[src/rtl/sram_arb_pkg.sv]
// rtl/sram_arb_pkg.sv - shared types and widths for the sram port arbiter
package sram_arb_pkg;

  localparam int ADDR_W = 25;
  localparam int DATA_W = 8;

  typedef enum logic [1:0] {IDLE, SLOT, SAMPLE, GAP} state_t;

  typedef enum logic {PORT_A, PORT_B} port_sel_t;

  typedef struct packed {
    logic              we;
    logic [ADDR_W-1:0] addr;
    logic [DATA_W-1:0] din;
  } req_t;

  function automatic int max_int(input int a, input int b);
    return (a > b) ? a : b;
  endfunction

endpackage

[src/rtl/sram_port_arbiter_if.sv]
// rtl/sram_port_arbiter_if.sv - request/ack port bundle for one arbiter client
interface sram_port_if;
  import sram_arb_pkg::*;

  logic              req;
  logic              we;
  logic [ADDR_W-1:0] addr;
  logic [DATA_W-1:0] din;
  logic [DATA_W-1:0] dout;
  logic              ack;
  logic              busy;

  modport master (output req, we, addr, din, input dout, ack, busy);
  modport slave  (input req, we, addr, din, output dout, ack, busy);

endinterface

[src/rtl/sram_arb_port.sv]
// rtl/sram_arb_port.sv - per-port pending request, busy flag, read-data latch and ack
module sram_arb_port
  import sram_arb_pkg::*;
(
  input  logic              clk_sdram,
  input  logic              init_n,
  input  logic              req,
  input  logic              we,
  input  logic [ADDR_W-1:0] addr,
  input  logic [DATA_W-1:0] din,
  input  logic              grant_done,
  input  logic [DATA_W-1:0] sample_data,
  output req_t              pend,
  output logic              busy,
  output logic [DATA_W-1:0] dout,
  output logic              ack
);

  // Capture a strobe when idle; on completion clear pending, pulse ack, latch read data.
  always_ff @(posedge clk_sdram) begin
    if (!init_n) begin
      pend <= '0;
      busy <= 1'b0;
      dout <= '0;
      ack  <= 1'b0;
    end else begin
      ack <= 1'b0;
      if (req && !busy) begin
        pend <= '{we: we, addr: addr, din: din};
        busy <= 1'b1;
      end else if (grant_done) begin
        busy <= 1'b0;
        ack  <= 1'b1;
        if (!pend.we) begin
          dout <= sample_data;
        end
      end
    end
  end

endmodule

[src/rtl/sram_port_arbiter.sv]
// rtl/sram_port_arbiter.sv - two-port serialiser onto the level-style sram rd/we bus
module sram_port_arbiter
  import sram_arb_pkg::*;
#(
  parameter int ACCESS_CYCLES = 24,
  parameter int GAP_CYCLES    = 3,
  parameter bit PRIO_B        = 1'b1
) (
  input  logic              clk_sdram,
  input  logic              init_n,
  sram_port_if.slave        port_a,
  sram_port_if.slave        port_b,
  output logic [ADDR_W-1:0] sram_addr,
  output logic [DATA_W-1:0] sram_din,
  output logic              sram_we,
  output logic              sram_rd,
  input  logic [DATA_W-1:0] sram_dout
);

  localparam int CNT_W = $clog2(max_int(ACCESS_CYCLES, GAP_CYCLES) + 1);
  localparam logic [CNT_W-1:0] ACC_LOAD = CNT_W'(ACCESS_CYCLES - 1);
  localparam logic [CNT_W-1:0] GAP_LOAD = CNT_W'(GAP_CYCLES - 1);

  state_t           state;
  port_sel_t        sel;
  port_sel_t        rr_ptr;
  port_sel_t        win;
  logic [CNT_W-1:0] cnt;
  req_t             pend_a;
  req_t             pend_b;
  req_t             win_req;
  logic             done_a;
  logic             done_b;
  logic             both_pend;

  assign done_a    = (state == SAMPLE) && (sel == PORT_A);
  assign done_b    = (state == SAMPLE) && (sel == PORT_B);
  assign both_pend = port_a.busy && port_b.busy;

  sram_arb_port u_port_a (
    .clk_sdram   (clk_sdram),
    .init_n      (init_n),
    .req         (port_a.req),
    .we          (port_a.we),
    .addr        (port_a.addr),
    .din         (port_a.din),
    .grant_done  (done_a),
    .sample_data (sram_dout),
    .pend        (pend_a),
    .busy        (port_a.busy),
    .dout        (port_a.dout),
    .ack         (port_a.ack)
  );

  sram_arb_port u_port_b (
    .clk_sdram   (clk_sdram),
    .init_n      (init_n),
    .req         (port_b.req),
    .we          (port_b.we),
    .addr        (port_b.addr),
    .din         (port_b.din),
    .grant_done  (done_b),
    .sample_data (sram_dout),
    .pend        (pend_b),
    .busy        (port_b.busy),
    .dout        (port_b.dout),
    .ack         (port_b.ack)
  );

  // Pick the winner among registered pending requests; a strobe only counts once captured.
  always_comb begin
    win = PORT_A;
    if (both_pend) begin
      if (PRIO_B) win = PORT_B;
      else        win = rr_ptr;
    end else if (port_b.busy) begin
      win = PORT_B;
    end
    win_req = (win == PORT_B) ? pend_b : pend_a;
  end

  // Slot sequencer: grant, hold rd/we for the access slot, sample, then a low gap.
  always_ff @(posedge clk_sdram) begin
    if (!init_n) begin
      state     <= IDLE;
      sel       <= PORT_A;
      rr_ptr    <= PORT_A;
      cnt       <= '0;
      sram_addr <= '0;
      sram_din  <= '0;
      sram_we   <= 1'b0;
      sram_rd   <= 1'b0;
    end else begin
      case (state)
        IDLE: begin
          if (port_a.busy || port_b.busy) begin
            sel       <= win;
            sram_addr <= win_req.addr;
            sram_din  <= win_req.din;
            sram_we   <= win_req.we;
            sram_rd   <= !win_req.we;
            cnt       <= ACC_LOAD;
            state     <= SLOT;
            if (!PRIO_B && both_pend) begin
              rr_ptr <= (win == PORT_A) ? PORT_B : PORT_A;
            end
          end
        end
        SLOT: begin
          if (cnt == '0) state <= SAMPLE;
          else           cnt   <= cnt - 1'b1;
        end
        SAMPLE: begin
          sram_we <= 1'b0;
          sram_rd <= 1'b0;
          cnt     <= GAP_LOAD;
          state   <= GAP;
        end
        GAP: begin
          if (cnt == '0) state <= IDLE;
          else           cnt   <= cnt - 1'b1;
        end
        default: state <= IDLE;
      endcase
    end
  end

endmodule

[src/flat_wrapper.sv]
// flat-port wrapper written by rule: the top's interface ports become plain ports
module sram_port_arbiter_flat import sram_arb_pkg::*;
#(
  parameter int ACCESS_CYCLES = 24,
  parameter int GAP_CYCLES    = 3,
  parameter bit PRIO_B        = 1'b1
)
  (clk_sdram, init_n, sram_addr, sram_din, sram_we, sram_rd, sram_dout, port_a_req, port_a_we, port_a_addr, port_a_din, port_a_dout, port_a_ack, port_a_busy, port_b_req, port_b_we, port_b_addr, port_b_din, port_b_dout, port_b_ack, port_b_busy);
  sram_port_if port_a_i ();
  sram_port_if port_b_i ();
  input  logic clk_sdram;
  input  logic init_n;
  output logic [ADDR_W-1:0] sram_addr;
  output logic [DATA_W-1:0] sram_din;
  output logic sram_we;
  output logic sram_rd;
  input  logic [DATA_W-1:0] sram_dout;
  input wire logic [$bits(port_a_i.req)-1:0] port_a_req;
  input wire logic [$bits(port_a_i.we)-1:0] port_a_we;
  input wire logic [$bits(port_a_i.addr)-1:0] port_a_addr;
  input wire logic [$bits(port_a_i.din)-1:0] port_a_din;
  output wire logic [$bits(port_a_i.dout)-1:0] port_a_dout;
  output wire logic [$bits(port_a_i.ack)-1:0] port_a_ack;
  output wire logic [$bits(port_a_i.busy)-1:0] port_a_busy;
  input wire logic [$bits(port_b_i.req)-1:0] port_b_req;
  input wire logic [$bits(port_b_i.we)-1:0] port_b_we;
  input wire logic [$bits(port_b_i.addr)-1:0] port_b_addr;
  input wire logic [$bits(port_b_i.din)-1:0] port_b_din;
  output wire logic [$bits(port_b_i.dout)-1:0] port_b_dout;
  output wire logic [$bits(port_b_i.ack)-1:0] port_b_ack;
  output wire logic [$bits(port_b_i.busy)-1:0] port_b_busy;
  assign port_a_i.req = port_a_req;
  assign port_a_i.we = port_a_we;
  assign port_a_i.addr = port_a_addr;
  assign port_a_i.din = port_a_din;
  assign port_a_dout = port_a_i.dout;
  assign port_a_ack = port_a_i.ack;
  assign port_a_busy = port_a_i.busy;
  assign port_b_i.req = port_b_req;
  assign port_b_i.we = port_b_we;
  assign port_b_i.addr = port_b_addr;
  assign port_b_i.din = port_b_din;
  assign port_b_dout = port_b_i.dout;
  assign port_b_ack = port_b_i.ack;
  assign port_b_busy = port_b_i.busy;
  sram_port_arbiter #(.ACCESS_CYCLES(ACCESS_CYCLES), .GAP_CYCLES(GAP_CYCLES), .PRIO_B(PRIO_B)) u_core (.clk_sdram(clk_sdram), .init_n(init_n), .port_a(port_a_i), .port_b(port_b_i), .sram_addr(sram_addr), .sram_din(sram_din), .sram_we(sram_we), .sram_rd(sram_rd), .sram_dout(sram_dout));
endmodule
[config.mk]
export PLATFORM = sky130hd
export DESIGN_NAME = sram_port_arbiter_flat
export DESIGN_NICKNAME = d
export VERILOG_FILES = /design/src/rtl/sram_arb_pkg.sv /design/src/rtl/sram_port_arbiter_if.sv /design/src/rtl/sram_arb_port.sv /design/src/rtl/sram_port_arbiter.sv /design/src/flat_wrapper.sv
export SDC_FILE = /design/constraint.sdc
export NUM_CORES = 1
export LEC_CHECK = 0
export BUFFER_PORTS_ARGS = -buffer_cell sky130_fd_sc_hd__buf_2
export CORE_ASPECT_RATIO = 1.25
export CORE_UTILIZATION = 47
export DETAILED_ROUTE_END_ITERATION = 10
export GPL_TIMING_DRIVEN = 1
export PLACE_DENSITY = 0.75
export SLEW_MARGIN = 20
export SYNTH_ARGS = -nofsm -noshare
export SYNTH_HDL_FRONTEND = slang
export SYNTH_SLANG_ARGS = --single-unit
[constraint.sdc]
create_clock -name clk_sdram -period 1.9 [get_ports clk_sdram]
set_clock_uncertainty 0.15 [all_clocks]
set_input_delay 0.38 -clock clk_sdram [delete_from_list [all_inputs] [get_ports clk_sdram]]
set_output_delay 0.38 -clock clk_sdram [all_outputs]
set_load 0.02 [all_outputs]
==> results of run 1 <==
==> state kept, by name, indices dropped and copies added, names as in the netlist <==
name and count:
u_core.sram_din 8, u_core.u_port_a.ack 1, u_core.cnt 5, u_core.sram_rd 1, u_core.u_port_b.dout 8, u_core.sram_we 1, u_core.u_port_b.ack 1, u_core.state 2
u_core.sel 1, u_core.u_port_a.busy 1, u_core.sram_addr 25, u_core.u_port_a.dout 8, u_core.u_port_b.busy 1, u_core.u_port_b.pend 34, u_core.u_port_a.pend 34
==> cells in the mapped netlist, types with 2 or more instances <==
| library cell | instances |
|---|---|
| nand3_1 | 2 |
| nor2b_1 | 2 |
| nor3_4 | 2 |
| o21ai_0 | 4 |
| nand2_1 | 143 |
| nor3_1 | 6 |
| a21oi_1 | 73 |
| clkbuf_1 | 29 |
| dfxtp_1 | 131 |
| buf_2 | 4 |
| buf_4 | 3 |
| buf_1 | 4 |
| a32oi_1 | 2 |
| a211oi_1 | 36 |
| mux2i_1 | 50 |
| ha_1 | 6 |
| nor2_1 | 62 |
| nand2b_1 | 2 |
| inv_1 | 6 |
==> kinds of logic (layout without fill, tap and decap cells) <==
group / after synthesis / in the layout
adders and majority gates: 6 / 6
xor gates and xnor gates: 1 / 1
DFF: 131 / 131
muxes: 50 / 50
and+or+nand+nor: 225 / 225
AOI/OAI and AO/OA: 122 / 122
buffers and inverters: 47 / 195
==> final cells by class <==
type	count	area, um2	area share, %
Clock buffer	23	478.0	7.224
Clock inverter	9	127.6	1.929
Inverter	6	23.77	0.3593
Multi-Input combinational cell	404	2292	34.64
Sequential cell	131	2628	39.71
Tap cell	129	161.4	2.439
Timing Repair Buffer	157	905.9	13.69
==> worst max-delay path, stage by stage, from the launching register on <==
cell and delay (ps):
dfxtp_1 310, inv_2 130, ha_4 150, or2b_4 280, nor3_4 240, buf_12 170
mux2i_2 210, nor2_1 60
==> power groups by stage <==
stage	sequential (W)	clock [W]	combinational [W]
after CTS	0.00346	0.00336	0.00229
after detailed placement	0.00351	0	0.00221
after floorplan	0.00379	0	0.00113
final	0.00347	0.00331	0.00235
after global routing	0.00353	0.00349	0.00257
after global placement	0.00348	0	0.00215
==> cells in the final DEF (no fill, tap or decap), types with 3 or more instances in the layout <==
master / instances
clkbuf_8: 3
inv_1: 3
buf_12: 5
nand2_1: 143
buf_4: 18
nor3_1: 6
clkbuf_16: 17
ha_1: 4
clkinvlp_4: 3
o21ai_0: 4
nor2_1: 62
clkinv_2: 4
bufinv_16: 3
a211oi_1: 36
buf_2: 134
dfxtp_1: 129
a21oi_1: 73
clkbuf_1: 3
mux2i_1: 49
==> metal layers <==
metal  global-route usage [%]  up-vias  wire length (um)
met5                        0        -                 0
met4                    9.943        0               353
met3                    6.395       29               631
met2                    41.41      121              6583
met1                    28.70     2105              5308
li1                         -     2242                 -
==> metrics by stage <==
step,util [%],cells
after global routing,64.49,859
final,64.49,859
after global placement,57.98,825
after detailed placement,57.98,825
after floorplan,-,582
after CTS,64.00,857
==> repair_timing <==
item / in CTS / in global routing
pin swaps: 0 / 3
cloned: 0 / 0
endpoints found under the setup margin: 2 / 21
hold buffers: 0 / 0
gates resized for setup: 4 / 8
buffers inserted: 0 / 2
==> path summary, 6_finish.rpt <==
| check | cells after the start | to |
|---|---|---|
| min reg2reg | 2 | u_core.u_port_b.pend[5] |
| min | 3 | u_core.u_port_a.pend[16] |
| max reg2reg | 7 | u_core.u_port_a.dout[5] |
| max | 7 | u_core.u_port_a.dout[5] |
==> metrics.log, run 1 <==
[metrics] kind of path behind the tightest hold check: in -> reg
[metrics] setup slack of the most critical reg-to-reg path: 80 ps
[metrics] die footprint: 11,180 um2
[metrics] dominant combinational cell family by area after synthesis: simple AND/OR/NAND/NOR gates
[metrics] largest net degree at the start of global routing: 49
[metrics] mux cell area share after synthesis: 9.901%
[metrics] Post-synth EDFFs: 0
[metrics] antenna cell count: 0
[metrics] DRT Pass-1 Iters: 4
[metrics] Final period util: 96.03%
[metrics] total number of placement rows: 41
[metrics] total clock sinks: 131
[metrics] number of top-level pins: 135
[metrics] placeable core region: 10,260 um2
[metrics] relative area change from synthesis to final layout: 30.89%
[metrics] arrival time at the worst endpoint: 1960 ps
[metrics] area fraction in compound gates after synthesis: 14.43%
[metrics] pre-CTS setup slack: 32.44 ps
[metrics] Relative slew margins: 70.45%
[metrics] FF+latch count, synth: 131
[metrics] number of global-route vias before repair: 4,452
[metrics] routed len/inst: 14.99 um
[metrics] number of H-tree levels: 4
[metrics] Async SR Flop Fraction: 0%
[metrics] share of final-layout standard cells stronger than drive strength 1: 28.08%
[metrics] aggregate routed wire length: 12,880 um
[metrics] endpoint required time on the critical path: 2040 ps
[metrics] clock buffers created by TritonCTS: 17
[metrics] wire length of the first global-routing pass: 21,140 um
[metrics] post-synthesis share of cell area spent on xor and xnor gates: 0.1733%
[metrics] critical setup path kind: reg -> reg
[metrics] initial cell density of the core: 49.27%
[metrics] via count of the routed design: 4,497
[metrics] clock latency on the worst-skew pair: 410 ps
[metrics] sequential element share of the synthesized area: 51.88%
[metrics] instance area at placement: 5948 um2
[metrics] worst voltage drop across the vdd grid: 0.7716 mV
[metrics] cell count after synthesis: 582
[metrics] cell taking the most area after synthesis: dfxtp_1
[metrics] Internal Power: 0.006275 W
[metrics] GP Congestion: 0.8279
[metrics] top flip-flop cell by instance count after synthesis: dfxtp_1
[metrics] Pwr Density: 1379 nW/um2
[metrics] final hold violations: 0
[metrics] Pwr Total: 0.009121 W
[metrics] combinational power share: 25.7%
[metrics] GRT overflow: 0
[metrics] hpwl dp: 8422 um
[metrics] Fin Hold WS: 55.38 ps
[metrics] largest fanout on the critical path: 8
[metrics] post-synth cell types: 34
[metrics] synthesis warning total: 0
[metrics] Die Span Y: 117.9 um
[metrics] FMAX: 0.5481 GHz
[metrics] post-route cell area: 6616 um2
[metrics] register clock-pin slew on the reported worst setup and hold paths: 60 ps
[metrics] Final Max Tran Viols: 0
[metrics] largest cells by area after synthesis: dfxtp_1 52%, nand2_1 11%, mux2i_1 9.9%
[metrics] per-instance average area after synthesis: 8.685 um2
[metrics] sum of negative setup slack: 0 ps
[metrics] post-detailed-route DRC marker count: 0
[metrics] number of antenna violations at the first check in global routing: 0
[metrics] Fill cells: 864
[metrics] CTS root buf: clkbuf_16
[metrics] switching power share of the total: 31.20%
[metrics] sort of element at the end of the critical path: flip-flop
[metrics] mapped cell area: 5055 um2
[metrics] reported leakage power: 2.805 nW
[metrics] type of element launching the critical path: flip-flop
[metrics] final number of setup-violating endpoints: 0
[metrics] nets@finish: 803
[metrics] clock tree from TritonCTS: built
[metrics] switching component of the power: 0.002846 W
[metrics] Hold Path Origin: port_a_addr[8]
[metrics] DRC marker count from the first detailed-route iteration: 242
[metrics] launching instance or port of the critical path: u_core.state[0]
[metrics] average via count per standard cell: 5.235
[metrics] number of buffers on the longest clock path: 2
[metrics] power share of the clock group: 36.2%
[metrics] shortest clock period the worst path allows after layout: 1825 ps
[metrics] Worst-Margin Slew: 442.3 ps
[metrics] fraction of power consumed by sequential logic: 38.1%
[metrics] Synth Area in Simple Gates: 18.17%
[metrics] die extent in x: 94.76 um
[metrics] Post-Synth Adder-Cell Area: 1.485%
[metrics] max-capacitance violation count: 0
[metrics] beginning of the worst register-to-register path: u_core.state[0]
[metrics] share of the synthesized area in the top cell type: 51.88%
[metrics] outcome: completed
[metrics] net count after synthesis: 668
[metrics] count of buffers inserted at the top-level ports: 134
[metrics] count of antenna-violating nets left after detailed routing: 0
[metrics] total track usage: 24.43%
[metrics] fin worst setup slack: 75.40 ps
No activity file was read; power rests on OpenSTA's default activity.
==> inputs of run 2 (changes only) <==
--- a/config.mk
+++ b/config.mk
@@ -7,10 +7,10 @@
 export LEC_CHECK = 0
 export BUFFER_PORTS_ARGS = -buffer_cell sky130_fd_sc_hd__buf_2
 export CORE_ASPECT_RATIO = 1.25
-export CORE_UTILIZATION = 47
+export CORE_UTILIZATION = 52
 export DETAILED_ROUTE_END_ITERATION = 10
 export GPL_TIMING_DRIVEN = 1
-export PLACE_DENSITY = 0.75
+export PLACE_DENSITY = 0.79
 export SLEW_MARGIN = 20
 export SYNTH_ARGS = -nofsm -noshare
 export SYNTH_HDL_FRONTEND = slang
==> constraint.sdc (replaced) <==
create_clock -name clk_sdram -period 1.8 [get_ports clk_sdram]
set_clock_uncertainty 0.15 [all_clocks]
set_input_delay 0.36 -clock clk_sdram [delete_from_list [all_inputs] [get_ports clk_sdram]]
set_output_delay 0.36 -clock clk_sdram [all_outputs]
set_load 0.02 [all_outputs]
==> run 2 against run 1 <==
  * Critical path depth fell by 1
  * Flip-flop and latch count is the same
  * Clock power fell by 5%
  * Cell area down 0.34%
  * Combinational power up 7%
  * Critical endpoint is now u_core.cnt[0]
  * Worst hold slack got worse by 22 ps
  * Core utilization up 6.6 points
  * Count of clock-buffer cells in the layout stayed put
  * Sequential power grew 5%
  * Die area decreased by 9.4%
  * Worst setup slack improved by 15 ps
  * Non-clock buffer count rose by 4
==> metrics.log, run 2 (synthesis gave the netlist of run 1 again) <==
[metrics] outcome: completed (unchanged)
[metrics] CTS root buf: clkbuf_16 (unchanged)
[metrics] relative area change from synthesis to final layout: 30.45% (was 30.89%)
[metrics] wire length of the first global-routing pass: 20,820 um (was 21,140 um)
[metrics] worst voltage drop across the vdd grid: 0.8947 mV (was 0.7716 mV)
[metrics] setup repair bufs after CTS: 0 (unchanged)
[metrics] total number of placement rows: 39 (was 41)
[metrics] number of antenna violations at the first check in global routing: 0 (unchanged)
[metrics] Pwr Density: 1415 nW/um2 (was 1379 nW/um2)
[metrics] DRT Pass-1 Iters: 5 (was 4)
[metrics] via count of the routed design: 4,510 (was 4,497)
[metrics] critical setup path kind: reg -> reg (unchanged)
[metrics] aggregate routed wire length: 12,830 um (was 12,880 um)
[metrics] total track usage: 26.12% (was 24.43%)
[metrics] largest fanout on the critical path: 6 (was 8)
[metrics] clock tree from TritonCTS: built (unchanged)
[metrics] placeable core region: 9271 um2 (was 10,260 um2)
[metrics] Die Span Y: 112.2 um (was 117.9 um)
[metrics] number of global-route vias before repair: 4,412 (was 4,452)
[metrics] shortest clock period the worst path allows after layout: 1709 ps (was 1825 ps)
[metrics] sort of element at the end of the critical path: flip-flop (unchanged)
[metrics] largest net degree at the start of global routing: 48 (was 49)
[metrics] clock latency on the worst-skew pair: 410 ps (about the same)
[metrics] clock buffers created by TritonCTS: 17 (unchanged)
[metrics] count of antenna-violating nets left after detailed routing: 0 (unchanged)
[metrics] endpoint required time on the critical path: 1960 ps (was 2040 ps)
[metrics] DRC marker count from the first detailed-route iteration: 248 (was 242)
[metrics] FMAX: 0.5850 GHz (was 0.5481 GHz)
[metrics] Pwr Total: 0.009332 W (was 0.009121 W)
[metrics] die extent in x: 90.19 um (was 94.76 um)
[metrics] total clock sinks: 131 (unchanged)
[metrics] number of top-level pins: 135 (unchanged)
[metrics] max-capacitance violation count: 0 (unchanged)
[metrics] routed len/inst: 15.03 um (was 14.99 um)
[metrics] kind of path behind the tightest hold check: in -> reg (unchanged)
[metrics] die footprint: 10,120 um2 (was 11,180 um2)
[metrics] most common cell after layout, fill and taps aside: nand2_1 (unchanged)
[metrics] number of H-tree levels: 4 (unchanged)
[metrics] register clock-pin slew on the reported worst setup and hold paths: 50 ps (was 60 ps)
[metrics] number of buffers on the longest clock path: 2 (unchanged)
[metrics] area taken by multi-input logic gates: 2282 um2 (was 2292 um2)
[metrics] antenna cell count: 0 (unchanged)
[metrics] area taken by flip-flops and latches: 2628 um2 (unchanged)
[metrics] GP Congestion: 0.8022 (was 0.8279)
[metrics] Final Max Tran Viols: 0 (unchanged)
[metrics] post-detailed-route DRC marker count: 0 (unchanged)
[metrics] nets@finish: 807 (was 803)
[metrics] arrival time at the worst endpoint: 1870 ps (was 1960 ps)
[metrics] share of final-layout standard cells stronger than drive strength 1: 28.18% (was 28.08%)
[metrics] top library cells by usage in the layout, fill and taps aside: 143 x nand2_1, 134 x buf_2, 127 x dfxtp_1, 73 x a21oi_1, 62 x nor2_1 (was 143 x nand2_1, 134 x buf_2, 129 x dfxtp_1, 73 x a21oi_1, 62 x nor2_1)
[metrics] post-route cell area: 6594 um2 (was 6616 um2)
[metrics] final number of setup-violating endpoints: 0 (unchanged)
[metrics] average via count per standard cell: 5.281 (was 5.235)
[metrics] Relative slew margins: 71.48% (was 70.45%)
[metrics] largest registers: u_core.u_port_a.pend (34), u_core.u_port_b.pend (34), u_core.sram_addr (25) (unchanged)
[metrics] Worst-Margin Slew: 427.8 ps (was 442.3 ps)
[metrics] initial cell density of the core: 54.52% (was 49.27%)
[metrics] count of buffers inserted at the top-level ports: 134 (unchanged)
[metrics] final hold violations: 0 (unchanged)
[metrics] reported leakage power: 2.813 nW (was 2.805 nW)
[metrics] type of element launching the critical path: flip-flop (unchanged)
[metrics] hpwl dp: 8378 um (was 8422 um)
[metrics] Fill cells: 745 (was 864)
[metrics] instance area at placement: 5995 um2 (was 5948 um2)
[metrics] Final period util: 94.97% (was 96.03%)
[metrics] GRT overflow: 0 (unchanged)
-- run 2: cell count changes in the layout (fill, tap and decap cells not counted), moves of 2 or more --
cell        delta
buf_6          +2
clkinv_2       +2
bufinv_16      -2
dfxtp_2        +3
dfxtp_1        -2
clkinvlp_4     -3
inv_2          -2
-- run 2: metrics by stage --
stage               TNS [ps]  utilization (%)  hold slack [ps]  cells  worst slack (ps)
detailed placement         0            64.66            295.8    824             11.59
global route          -8.241            71.12            31.30    854            -8.239
floorplan                  0                -            285.7    582             9.622
CTS                        0            70.54            19.02    853             13.64
finish                     0            71.12            33.68    854             90.56
global placement           0            64.66            292.1    824             84.14
-- run 2: worst max-delay path: stages, from the launching register on --
cell and delay [ps]:
dfxtp_2 330, buf_4 150, ha_1 200, or2_2 340
a21oi_4 200, nor2_1 60, a211oi_1 190
-- run 2: metal layers --
layer	track usage, %	part of all wire (%)	vias up
met2	46.31	53	117
met4	12.04	1.4	0
met1	28.84	41	2150
li1	-	-	2229
met5	0	0	-
met3	7.453	4.5	14
-- run 2: area by class of cell --
class / instances / area share [%]
Tap cell: 123 / 2.334
Clock inverter: 6 / 0.8349
Multi-Input combinational cell: 404 / 34.61
Clock buffer: 23 / 7.400
Sequential cell: 131 / 39.85
Timing Repair Buffer: 161 / 14.57
Inverter: 6 / 0.3985
-- run 2: final timing paths --
check | endpoint | slack [ps] | depth (start not counted) | from
max | u_core.cnt[0] | 90 | 6 | u_core.state[0]
min | u_core.u_port_a.pend[10] | 30 | 3 | port_a_addr[2]
max reg2reg | u_core.cnt[0] | 90 | 6 | u_core.state[0]
min reg2reg | u_core.u_port_a.pend[16] | 300 | 2 | u_core.u_port_a.pend[16]
-- run 2: timing repair --
item / 4_1_cts / 5_1_grt
hold buffers: 0 / 0
gates cloned: 0 / 1
gates resized for setup: 1 / 7
endpoints found under the setup margin: 2 / 43
pin swaps: 0 / 1
-- run 2: where the power goes --
part	switching, W	internal, W	total (W)
logic	0.00151	0.00101	0.00252
registers	0.000296	0.00336	0.00366
clock network	0.00115	0.00201	0.00316
total	0.00295	0.00638	0.00933
